**config.mk**
```make
export PLATFORM = sky130hd
export DESIGN_NAME = fpu_add_subtract_function_flat
export DESIGN_NICKNAME = d
export VERILOG_FILES = /design/src/rtl/fpu_pkg.sv /design/src/rtl/fpu_add_subtract_function_if.sv /design/src/rtl/fpu_lzc_shift.sv /design/src/rtl/fpu_add_subtract_function.sv /design/src/flat_wrapper.sv
export SDC_FILE = /design/constraint.sdc
export NUM_CORES = 1
export LEC_CHECK = 0
export ABC_AREA = 1
export BUFFER_PORTS_ARGS = -buffer_cell sky130_fd_sc_hd__buf_2
export CAP_MARGIN = 10
export CORE_AREA = 2 2 174 176
export CTS_BUF_LIST = sky130_fd_sc_hd__clkbuf_16
export DETAILED_ROUTE_END_ITERATION = 10
export DIE_AREA = 0 0 176 178
export PLACE_DENSITY = 0.75
export SYNTH_ARGS = -nofsm -noshare
export SYNTH_HDL_FRONTEND = slang
export SYNTH_SLANG_ARGS = --single-unit
```
**constraint.sdc**
```tcl
create_clock -name clk -period 8.1 [get_ports clk]
set_clock_uncertainty 0.1 [all_clocks]
set_input_delay 0.405 -clock clk [delete_from_list [all_inputs] [get_ports clk]]
set_output_delay 0.405 -clock clk [all_outputs]
set_load 0.02 [all_outputs]
```
**src/rtl/fpu_pkg.sv**
```systemverilog
// Shared definitions for the FPU add/subtract datapath: FSM states, rounding
// modes, canonical special values and exponent helpers.
package fpu_pkg;

   typedef enum logic [2:0] {
      S_IDLE,
      S_ALIGN,
      S_ADD,
      S_NORM,
      S_ROUND,
      S_DONE
   } fsm_state_t;

   typedef enum logic [1:0] {
      RM_NEAREST = 2'b00,
      RM_ZERO    = 2'b01,
      RM_POS_INF = 2'b10,
      RM_NEG_INF = 2'b11
   } rmode_t;

   localparam logic [31:0] QNAN_SP = 32'h7FC0_0000;
   localparam logic [63:0] QNAN_DP = 64'h7FF8_0000_0000_0000;
   localparam logic [31:0] INF_SP  = 32'h7F80_0000;
   localparam logic [63:0] INF_DP  = 64'h7FF0_0000_0000_0000;

   function automatic int unsigned exp_bias(input int unsigned ew);
      return (32'd1 << (ew - 1)) - 1;
   endfunction

endpackage

```
**src/rtl/fpu_add_subtract_function_if.sv**
```systemverilog
// Start/ready/acknowledge handshake plus operand and result bus of the
// FPU add/subtract unit.
interface fpu_add_subtract_function_if #(
   parameter int W = 32
);
   logic         beg_FSM;
   logic         ack_FSM;
   logic [W-1:0] Data_X;
   logic [W-1:0] Data_Y;
   logic         add_subt;
   logic [1:0]   r_mode;
   logic         overflow_flag;
   logic         underflow_flag;
   logic         ready;
   logic [W-1:0] final_result_ieee;

   modport master (
      output beg_FSM, ack_FSM, Data_X, Data_Y, add_subt, r_mode,
      input  overflow_flag, underflow_flag, ready, final_result_ieee
   );

   modport slave (
      input  beg_FSM, ack_FSM, Data_X, Data_Y, add_subt, r_mode,
      output overflow_flag, underflow_flag, ready, final_result_ieee
   );
endinterface

```
**src/rtl/fpu_lzc_shift.sv**
```systemverilog
// Leading-zero counter with matching left barrel shift; an all-zero input
// reports a count of SWR.
module fpu_lzc_shift #(
   parameter int SWR = 26,
   parameter int EWR = 5
) (
   input  logic [SWR-1:0] sig,
   output logic [EWR-1:0] count,
   output logic [SWR-1:0] shifted
);

   always_comb begin
      count = EWR'(SWR);
      for (int unsigned i = 0; i < SWR; i++) begin
         if (sig[i]) count = EWR'(SWR - 1 - i);
      end
      shifted = sig << count;
   end

endmodule

```
**src/rtl/fpu_add_subtract_function.sv**
```systemverilog
// Multi-cycle IEEE-754 adder/subtractor: ALIGN, ADD, NORM and ROUND steps
// behind a beg/ready/ack handshake, subnormals flushed to zero.
module fpu_add_subtract_function
   import fpu_pkg::*;
#(
   parameter int W   = 32,
   parameter int EW  = 8,
   parameter int SW  = 23,
   parameter int SWR = 26,
   parameter int EWR = 5
) (
   input logic                        clk,
   input logic                        rst,
   fpu_add_subtract_function_if.slave bus
);

   localparam logic [W-1:0]         QNAN     = {1'b0, {EW{1'b1}}, 1'b1, {(SW-1){1'b0}}};
   localparam logic signed [EW+1:0] EXP_INF  = (EW+2)'(2 * exp_bias(EW) + 1);
   localparam logic signed [EW+1:0] EXP_ONE  = (EW+2)'(1);
   localparam logic signed [EW+1:0] EXP_ZERO = '0;
   localparam logic [EW-1:0]        SWR_E    = EW'(SWR);

   fsm_state_t state, state_nx;

   logic [W-1:0]         x_r, y_r, res_r;
   logic                 sub_r, sign_r, eff_sub_r, stk_r, zero_r;
   logic                 ovf_r, unf_r, ready_r;
   rmode_t               rm_r;
   logic signed [EW+1:0] exp_r;
   logic [SWR-1:0]       siga_r, sigb_r;
   logic [SWR:0]         sum_r;

   // ALIGN
   logic           sx, sy, sa, x_nan, y_nan, x_inf, y_inf, special, x_ge, b_stk;
   logic [EW-1:0]  ex, ey, ea, eb, dexp;
   logic [SWR-1:0] mx, my, ma, mb, mb_sh;
   logic [W-1:0]   special_res;

   always_comb begin
      sx    = x_r[W-1];
      sy    = y_r[W-1] ^ sub_r;
      ex    = x_r[W-2:SW];
      ey    = y_r[W-2:SW];
      mx    = (ex == '0) ? '0 : {1'b1, x_r[SW-1:0], 2'b00};
      my    = (ey == '0) ? '0 : {1'b1, y_r[SW-1:0], 2'b00};
      x_nan = (ex == '1) && (x_r[SW-1:0] != '0);
      y_nan = (ey == '1) && (y_r[SW-1:0] != '0);
      x_inf = (ex == '1) && (x_r[SW-1:0] == '0);
      y_inf = (ey == '1) && (y_r[SW-1:0] == '0);
      special = (ex == '1) || (ey == '1);
      if (x_nan || y_nan || (x_inf && y_inf && (sx != sy))) special_res = QNAN;
      else if (x_inf)                                       special_res = {sx, {EW{1'b1}}, {SW{1'b0}}};
      else                                                  special_res = {sy, {EW{1'b1}}, {SW{1'b0}}};
      x_ge = {ex, mx} >= {ey, my};
      ea   = x_ge ? ex : ey;
      eb   = x_ge ? ey : ex;
      ma   = x_ge ? mx : my;
      mb   = x_ge ? my : mx;
      sa   = x_ge ? sx : sy;
      dexp = ea - eb;
      if (dexp >= SWR_E) begin
         mb_sh = '0;
         b_stk = |mb;
      end else begin
         mb_sh = mb >> dexp;
         b_stk = |(mb & ~({SWR{1'b1}} << dexp));
      end
   end

   // ADD: sticky rides as an extra LSB so a subtraction borrows from it and
   // the true "slightly less than" magnitude survives into rounding.
   logic [SWR+1:0] full;
   always_comb begin
      if (eff_sub_r) full = {1'b0, siga_r, 1'b0} - {1'b0, sigb_r, stk_r};
      else           full = {1'b0, siga_r, 1'b0} + {1'b0, sigb_r, stk_r};
   end

   // NORM
   logic [EWR-1:0]       lz_cnt;
   logic [SWR-1:0]       lz_sig, norm_sig;
   logic signed [EW+1:0] norm_exp;
   logic                 norm_stk;

   fpu_lzc_shift #(.SWR(SWR), .EWR(EWR)) u_lzc (
      .sig     (sum_r[SWR-1:0]),
      .count   (lz_cnt),
      .shifted (lz_sig)
   );

   always_comb begin
      if (sum_r[SWR]) begin
         norm_sig = sum_r[SWR:1];
         norm_stk = stk_r | sum_r[0];
         norm_exp = exp_r + EXP_ONE;
      end else begin
         norm_sig = lz_sig;
         norm_stk = stk_r;
         norm_exp = exp_r - $signed({{(EW+2-EWR){1'b0}}, lz_cnt});
      end
   end

   // ROUND
   logic [SW:0]          mant;
   logic [SW+1:0]        mant_rnd;
   logic [SW-1:0]        frac;
   logic                 g, rs, inc, rnd_ovf, rnd_unf;
   logic signed [EW+1:0] exp_rnd;
   logic [W-1:0]         rnd_res;

   always_comb begin
      mant = siga_r[SWR-1:2];
      g    = siga_r[1];
      rs   = siga_r[0] | stk_r;
      inc  = 1'b0;
      case (rm_r)
         RM_NEAREST: inc = g & (rs | mant[0]);
         RM_ZERO:    inc = 1'b0;
         RM_POS_INF: inc = ~sign_r & (g | rs);
         RM_NEG_INF: inc = sign_r & (g | rs);
         default:    inc = 1'b0;
      endcase
      mant_rnd = {1'b0, mant} + {{(SW+1){1'b0}}, inc};
      frac     = mant_rnd[SW+1] ? mant_rnd[SW:1] : mant_rnd[SW-1:0];
      exp_rnd  = mant_rnd[SW+1] ? exp_r + EXP_ONE : exp_r;
      rnd_ovf  = 1'b0;
      rnd_unf  = 1'b0;
      if (zero_r) begin
         rnd_res = {(rm_r == RM_NEG_INF), {(W-1){1'b0}}};
      end else if (exp_rnd >= EXP_INF) begin
         rnd_res = {sign_r, {EW{1'b1}}, {SW{1'b0}}};
         rnd_ovf = 1'b1;
      end else if (exp_rnd <= EXP_ZERO) begin
         rnd_res = {sign_r, {(W-1){1'b0}}};
         rnd_unf = 1'b1;
      end else begin
         rnd_res = {sign_r, exp_rnd[EW-1:0], frac};
      end
   end

   always_comb begin
      state_nx = state;
      case (state)
         S_IDLE:  if (bus.beg_FSM) state_nx = S_ALIGN;
         S_ALIGN: state_nx = special ? S_DONE : S_ADD;
         S_ADD:   state_nx = S_NORM;
         S_NORM:  state_nx = S_ROUND;
         S_ROUND: state_nx = S_DONE;
         S_DONE:  if (ready_r && bus.ack_FSM) state_nx = S_IDLE;
         default: state_nx = S_IDLE;
      endcase
   end

   always_ff @(posedge clk or negedge rst) begin
      if (!rst) state <= S_IDLE;
      else      state <= state_nx;
   end

   always_ff @(posedge clk or negedge rst) begin
      if (!rst) begin
         x_r       <= '0;
         y_r       <= '0;
         sub_r     <= 1'b0;
         rm_r      <= RM_NEAREST;
         sign_r    <= 1'b0;
         eff_sub_r <= 1'b0;
         exp_r     <= '0;
         siga_r    <= '0;
         sigb_r    <= '0;
         stk_r     <= 1'b0;
         sum_r     <= '0;
         zero_r    <= 1'b0;
         res_r     <= '0;
         ovf_r     <= 1'b0;
         unf_r     <= 1'b0;
         ready_r   <= 1'b0;
      end else begin
         // ready rises one edge after DONE is entered and drops on the ack edge
         ready_r <= (state == S_DONE) && !(ready_r && bus.ack_FSM);
         case (state)
            S_IDLE: if (bus.beg_FSM) begin
               x_r   <= bus.Data_X;
               y_r   <= bus.Data_Y;
               sub_r <= bus.add_subt;
               rm_r  <= rmode_t'(bus.r_mode);
               ovf_r <= 1'b0;
               unf_r <= 1'b0;
            end
            S_ALIGN: begin
               if (special) res_r <= special_res;
               sign_r    <= sa;
               eff_sub_r <= sx ^ sy;
               exp_r     <= {2'b00, ea};
               siga_r    <= ma;
               sigb_r    <= mb_sh;
               stk_r     <= b_stk;
            end
            S_ADD: begin
               sum_r  <= full[SWR+1:1];
               stk_r  <= full[0];
               zero_r <= (full == '0);
            end
            S_NORM: begin
               siga_r <= norm_sig;
               stk_r  <= norm_stk;
               exp_r  <= norm_exp;
            end
            S_ROUND: begin
               res_r <= rnd_res;
               ovf_r <= rnd_ovf;
               unf_r <= rnd_unf;
            end
            default: ;
         endcase
      end
   end

   assign bus.ready             = ready_r;
   assign bus.final_result_ieee = res_r;
   assign bus.overflow_flag     = ovf_r;
   assign bus.underflow_flag    = unf_r;

endmodule

```
**src/flat_wrapper.sv**
```systemverilog
// flat-port wrapper written by rule: the top's interface ports become plain ports
module fpu_add_subtract_function_flat import fpu_pkg::*;
#(
   parameter int W   = 32,
   parameter int EW  = 8,
   parameter int SW  = 23,
   parameter int SWR = 26,
   parameter int EWR = 5
)
  (clk, rst, bus_beg_FSM, bus_ack_FSM, bus_Data_X, bus_Data_Y, bus_add_subt, bus_r_mode, bus_overflow_flag, bus_underflow_flag, bus_ready, bus_final_result_ieee);
  fpu_add_subtract_function_if #(.W(W)) bus_i ();
  input logic clk;
  input logic rst;
  input wire logic [$bits(bus_i.beg_FSM)-1:0] bus_beg_FSM;
  input wire logic [$bits(bus_i.ack_FSM)-1:0] bus_ack_FSM;
  input wire logic [$bits(bus_i.Data_X)-1:0] bus_Data_X;
  input wire logic [$bits(bus_i.Data_Y)-1:0] bus_Data_Y;
  input wire logic [$bits(bus_i.add_subt)-1:0] bus_add_subt;
  input wire logic [$bits(bus_i.r_mode)-1:0] bus_r_mode;
  output wire logic [$bits(bus_i.overflow_flag)-1:0] bus_overflow_flag;
  output wire logic [$bits(bus_i.underflow_flag)-1:0] bus_underflow_flag;
  output wire logic [$bits(bus_i.ready)-1:0] bus_ready;
  output wire logic [$bits(bus_i.final_result_ieee)-1:0] bus_final_result_ieee;
  assign bus_i.beg_FSM = bus_beg_FSM;
  assign bus_i.ack_FSM = bus_ack_FSM;
  assign bus_i.Data_X = bus_Data_X;
  assign bus_i.Data_Y = bus_Data_Y;
  assign bus_i.add_subt = bus_add_subt;
  assign bus_i.r_mode = bus_r_mode;
  assign bus_overflow_flag = bus_i.overflow_flag;
  assign bus_underflow_flag = bus_i.underflow_flag;
  assign bus_ready = bus_i.ready;
  assign bus_final_result_ieee = bus_i.final_result_ieee;
  fpu_add_subtract_function #(.W(W), .EW(EW), .SW(SW), .SWR(SWR), .EWR(EWR)) u_core (.clk(clk), .rst(rst), .bus(bus_i));
endmodule
```
== Word level (Yosys, flattened, before mapping) ==
Index checks and enable logic that the tools add are counted.

* Add/sub/neg operators: 6
* Mux-type cells: 64
* Shifts and indexed selects: 3
* Eq/ne operators: 15
* Reductions and logical operators: 32
* Magnitude comparators: 4
* Bitwise logic cells: 12

{| class="wikitable"
|+ Operators with widths
! kind !! number
|-
| $mux W26 || 6
|-
| $mux W32 || 4
|-
| $mux W5 || 25
|-
| $pmux W32 S2 || 1
|-
| $mux W31 || 2
|-
| $pmux W26 S2 || 1
|-
| $reduce_or A26 Y1 || 2
|-
| $logic_not A23 Y1 || 2
|-
| $reduce_bool A23 Y1 || 2
|-
| $ge A34 B34 Y1 || 1
|-
| $add A27 B27 Y28 || 1
|-
| $logic_not A28 Y1 || 1
|-
| $mux W28 || 1
|-
| $sub A27 B27 Y28 || 1
|-
| $and A26 B26 Y26 || 1
|-
| $not A26 Y26 || 1
|-
| $shl A26 B5 Y26 || 1
|-
| $shl A26 B8 Y26 const A || 1
|-
| $shr A26 B8 Y26 || 1
|-
| $add A24 B1 Y25 || 1
|-
| $mux W23 || 1
|-
| $mux W10 || 2
|-
| $pmux W10 S2 || 1
|-
| $pmux W3 S6 || 1
|-
| 35 further kinds || 75
|}

* Output and inout port bits: 35
* Flip-flop bits (word level): 198

== Logic depth before layout (Yosys ltp) ==
* Word-level depth: 29
* Gate-level depth with buffers: 40
* Depth with buffers taken out: 39

== Cells and area by module ==
A second synthesis with hierarchy kept.

* Cells, all modules: 2,666
* Area total of the unflattened synthesis: 17,264.1 um2

{| class="wikitable"
|+ Modules (own cells, without submodules)
! module !! sequential area each (um2) !! cells each !! area each (um2) !! instances
|-
| fpu_add_subtract_function || 4,954.8 || 2,297 || 15,577.4 || 1
|-
| fpu_lzc_shift || 0.0 || 369 || 1,686.6 || 1
|}

== Worst setup path before layout ==
OpenSTA, ideal clock, no wires.

* Kind: register to register
* Start: register u_core.y_r[24]
* End: register u_core.sigb_r[7]
* Slack: 3.523 ns
* Data arrival time: 4.387 ns
* Path buffers: 4
* Required time: 7.910 ns
* Cell stages (with the launch flop): 33
* Setup time: 0.090 ns
* Cells stage by stage: dfrtp_1 > inv_1 > nand4_1 > nor2_1 > clkinv_1 > clkbuf_1 > buf_1 > nand2_1 > ha_1 > a21o_1 > nor2_1 > nand3_1 > nand2_1 > nand2_1 > nand2_1 > nand2_2 > buf_6 > nand2_2 > nand3_2 > ha_1 > nand3b_2 > nand2_1 > nand3_1 > nand2_1 > nand2_1 > a21oi_4 > nand3_1 > nor2_2 > nand2_1 > buf_4 > a21oi_1 > o21ai_1 > o221ai_1

* Cells in the longest elaborated chain, start to end: 7

{| class="wikitable"
|+ RTL lines
! item !! RTL line !! source
|-
| start: declaration || fpu_add_subtract_function.sv:25 || <nowiki>logic [W-1:0] x_r, y_r, res_r;</nowiki>
|-
| start signal: assignment || fpu_add_subtract_function.sv:182 || <nowiki>y_r <= bus.Data_Y;</nowiki>
|-
| $logic_not A8 Y1 || fpu_add_subtract_function.sv:45 || <nowiki>my = (ey == '0) ? '0 : {1'b1, y_r[SW-1:0], 2'b00};</nowiki>
|-
| $mux W26 || fpu_add_subtract_function.sv:45 ||
|-
| $ge A34 B34 Y1 || fpu_add_subtract_function.sv:54 || <nowiki>x_ge = {ex, mx} >= {ey, my};</nowiki>
|-
| $mux W8 (on tied branches) || fpu_add_subtract_function.sv:55, fpu_add_subtract_function.sv:56 ||
|-
| $sub A8 B8 Y8 || fpu_add_subtract_function.sv:60 || <nowiki>dexp = ea - eb;</nowiki>
|-
| $shr A26 B8 Y26 / $ge A8 B5 Y1 (equally long branches) || fpu_add_subtract_function.sv:65, fpu_add_subtract_function.sv:61 ||
|-
| $mux W26 (*) || fpu_add_subtract_function.sv:61 || <nowiki>if (dexp >= SWR_E) begin</nowiki>
|-
| end signal: assignment || fpu_add_subtract_function.sv:194 || <nowiki>sigb_r <= mb_sh;</nowiki>
|-
| end: declaration || fpu_add_subtract_function.sv:30 || <nowiki>logic [SWR-1:0] siga_r, sigb_r;</nowiki>
|}

Mark *: on every way between the ends. The rest lies on a longest branch, timed or not.
A chain may end at the register's enable or synchronous reset.

== Final worst setup path ==
* Start: register u_core.y_r[26]
* End: register u_core.sigb_r[13]

The elaborated chain is that of the path after synthesis.

==> flow_summary.json <==
{
  "seq_area_um2": 4955,
  "cts.path.max_buffers": 2,
  "worst_pin_slew_ns": 1.084,
  "hold_viol_final": 0,
  "grt_usage": 0.3964,
  "wirelength_um": 61570,
  "setup_viol": 0,
  "dr.pass1.iters": 6,
  "drv_slew": 0,
  "path_buf_inv": 4,
  "drcViolationCount": 0,
  "overflow": 0,
  "htree_levels": 4,
  "critPathKind": "flip-flop to flip-flop",
  "finalNonFillerCells": 3028,
  "ys_ff_latch": 198,
  "outcome": "complete, no violations",
  "core_area_um2": 29400,
  "cts_sinks": 198,
  "grt_max_degree": 110,
  "clk_latency_ns": 0.47,
  "vias": 18560,
  "nFillCells": 2819,
  "nets": 2792,
  "grt_pass1_wl_um": 95810,
  "placement.io_buffers": 105,
  "fin_ws_ns": 1.177,
  "hold_class": "input pin to flip-flop",
  "io_pins": 106,
  "vias_per_cell": 6.129,
  "cp_common_cell": "nand2_1",
  "diodes": 0,
  "hpwl_um": 47700,
  "crit_path_top_delay_cell": "clkinv_1",
  "crit_fanout": 47,
  "place_ws_ns": 1.321,
  "synth_edf_count": 0,
  "cts_root_buf": "clkbuf_16",
  "post-cts-setup-buffers": 0,
  "ys_warn_count": 0,
  "num_rows": 63,
  "yosysSeqAreaShare": 0.2930,
  "r2r_setup_slack_ns": 1.18,
  "yosysTopAreaCellShare": 0.2930,
  "die_w_um": 176,
  "synthTopCellsByArea": "dfrtp_1 29%, nand2_1 16%, o21ai_0 8.3%",
  "syn_area_per_cell_um2": 6.526,
  "multi_input_area_um2": 10390,
  "die_area_um2": 31330,
  "max_stage_delay_ns": 0.71,
  "start_kind": "flip-flop",
  "yosys_most_used_dff": "dfrtp_1",
  "synthToLayoutAreaGrowth_pct": 7.836,
  "crit_required_ns": 8.39,
  "drtIter0Drc": 2283,
  "cap_violations": 0,
  "ant_nets": 0,
  "die_y_um": 178,
  "period_needed_ns": 6.923,
  "slew_headroom": 0.2773,
  "worstPathArrival_ns": 7.21,
  "final.setup.tns_ns": 0,
  "synthDistinctLibCells": 65,
  "avgRoutedWirePerCell_um": 20.33,
  "fmax_ghz": 0.1444,
  "synthCells": 2591,
  "cp_top_family": "simple AND/OR/NAND/NOR gates",
  "drive_gt1_frac": 0.07695,
  "layout_worst_path_cycle_share": 0.8547,
  "synth_top_area_cell": "dfrtp_1",
  "dp_cells": 2995,
  "rsz0062_at_grt": "false",
  "first_global_vias": 17340,
  "end_kind": "flip-flop",
  "synth-async-reset-ratio": 1.000,
  "cts.reportedPaths.clkPinSlew_ns": 0.08,
  "syn_area_um2": 16910,
  "fin_util": 0.6202,
  "syn-num-nets": 2758,
  "initial_core_util": 0.5751,
  "grt_antenna_before_repair": 0,
  "numCtsBuffers": 17,
  "routabilityCongestion": 1.111,
  "cts_tree": "built"
}
==> worst register-to-register path, delay by kind of cell (launching register included) <==
family,cells,cell delay (ns)
compound gates,5,0.89
buf+inv,4,1.21
flops,1,0.39
simple gates,18,3.80
fa+ha+maj,2,0.47
==> worst paths after layout <==
kind | from | end | cells after the start
worst max-delay path | u_core.y_r[26] | u_core.sigb_r[13] | 29
worst min-delay path | bus_Data_X[0] | u_core.x_r[0] | 3
worst max register to register | u_core.y_r[26] | u_core.sigb_r[13] | 29
worst min register to register | u_core.bus.final_result_ieee[13] | u_core.bus.final_result_ieee[13] | 2
max in group asynchronous | rst | u_core.exp_r[4] | 3
min in group asynchronous | rst | u_core.sum_r[20] | 2
==> repair_timing <==
item / CTS / global route
hold buffers: 1 / 0
endpoints found under the hold margin: 47 / 0
resized for setup: 0 / 0
==> through the flow <==
stage	cell area [um2]	hold WS [ns]
global placement	17650	0.2655
global route	18230	0.04131
detailed placement	17650	0.2635
CTS	18230	0.02844
floorplan	16910	0.009409
finish	18230	0.03147
==> logic make-up (layout without fill, tap and decap cells) <==
| kind of cell | count (synthesis) | after routing | share of synthesized area |
|---|---|---|---|
| AND/OR/NAND/NOR | 1238 | 1238 | 0.3153 |
| adder cells (fa/ha/maj) | 96 | 96 | 0.07237 |
| buffers and inverters | 413 | 460 | 0.09316 |
| flip-flops | 198 | 198 | 0.2930 |
| multiplexers | 7 | 7 | 0.004144 |
| AO/OA/AOI/OAI | 585 | 585 | 0.1936 |
| XOR/XNOR | 54 | 54 | 0.02841 |
==> layout make-up <==
cell class,count,share of cell area
Multi-Input combinational cell,1980,0.5698
Sequential cell,198,0.2717
Inverter,301,0.06203
Timing Repair Buffer,127,0.03850
Tap cell,390,0.02676
Clock buffer,17,0.02333
Clock inverter,15,0.007891
==> state kept, by name, indices dropped and copies added (netlist names), 2 cells and up <==
| register | count |
|---|---|
| u_core.bus.final_result_ieee | 32 |
| u_core.exp_r | 10 |
| u_core.rm_r | 2 |
| u_core.siga_r | 26 |
| u_core.sigb_r | 26 |
| u_core.state | 3 |
| u_core.sum_r | 27 |
| u_core.x_r | 32 |
| u_core.y_r | 32 |
==> cells in the mapped netlist (38+ instances only) <==
cell type / count
nand3_1: 229
nand2_1: 719
dfrtp_1: 198
inv_1: 293
nor2_1: 162
ha_1: 93
xor2_1: 48
o21ai_0: 281
a21oi_1: 151
clkbuf_1: 94
o22ai_1: 38
nand4_1: 38
==> placed cells by master, fill, tap and decap left out, drive strengths merged, types with 2 or more instances in the layout <==
cell type,count
clkbuf,18
nor4,24
o21bai,6
o21ai,303
o311ai,7
o221ai,10
a221oi,2
o41ai,3
clkinvlp,3
fa,3
xnor2,5
clkinv,10
mux2i,7
or2,8
ha,93
a32o,8
or4,2
dfrtp,198
inv,302
a21boi,3
a211oi,3
o211ai,18
o31ai,11
a21o,6
o22ai,38
buf,125
nor2,166
a31oi,8
nor3,23
a21oi,154
nand3b,3
and3,2
nor3b,2
nand2,734
xor2,49
nand3,235
nand4,38
==> layer usage <==
metal,global-route usage,vias to the layer above,share of wire
met5,0,-,0
met4,0.2149,0,0.062
met3,0.08376,189,0.095
met2,0.6261,1055,0.44
met1,0.5104,8592,0.40
li1,-,8724,-
Power is left out: the tool's default activity adds up to more than one toggle a clock period on the data nets, which glitch-free logic cannot reach.
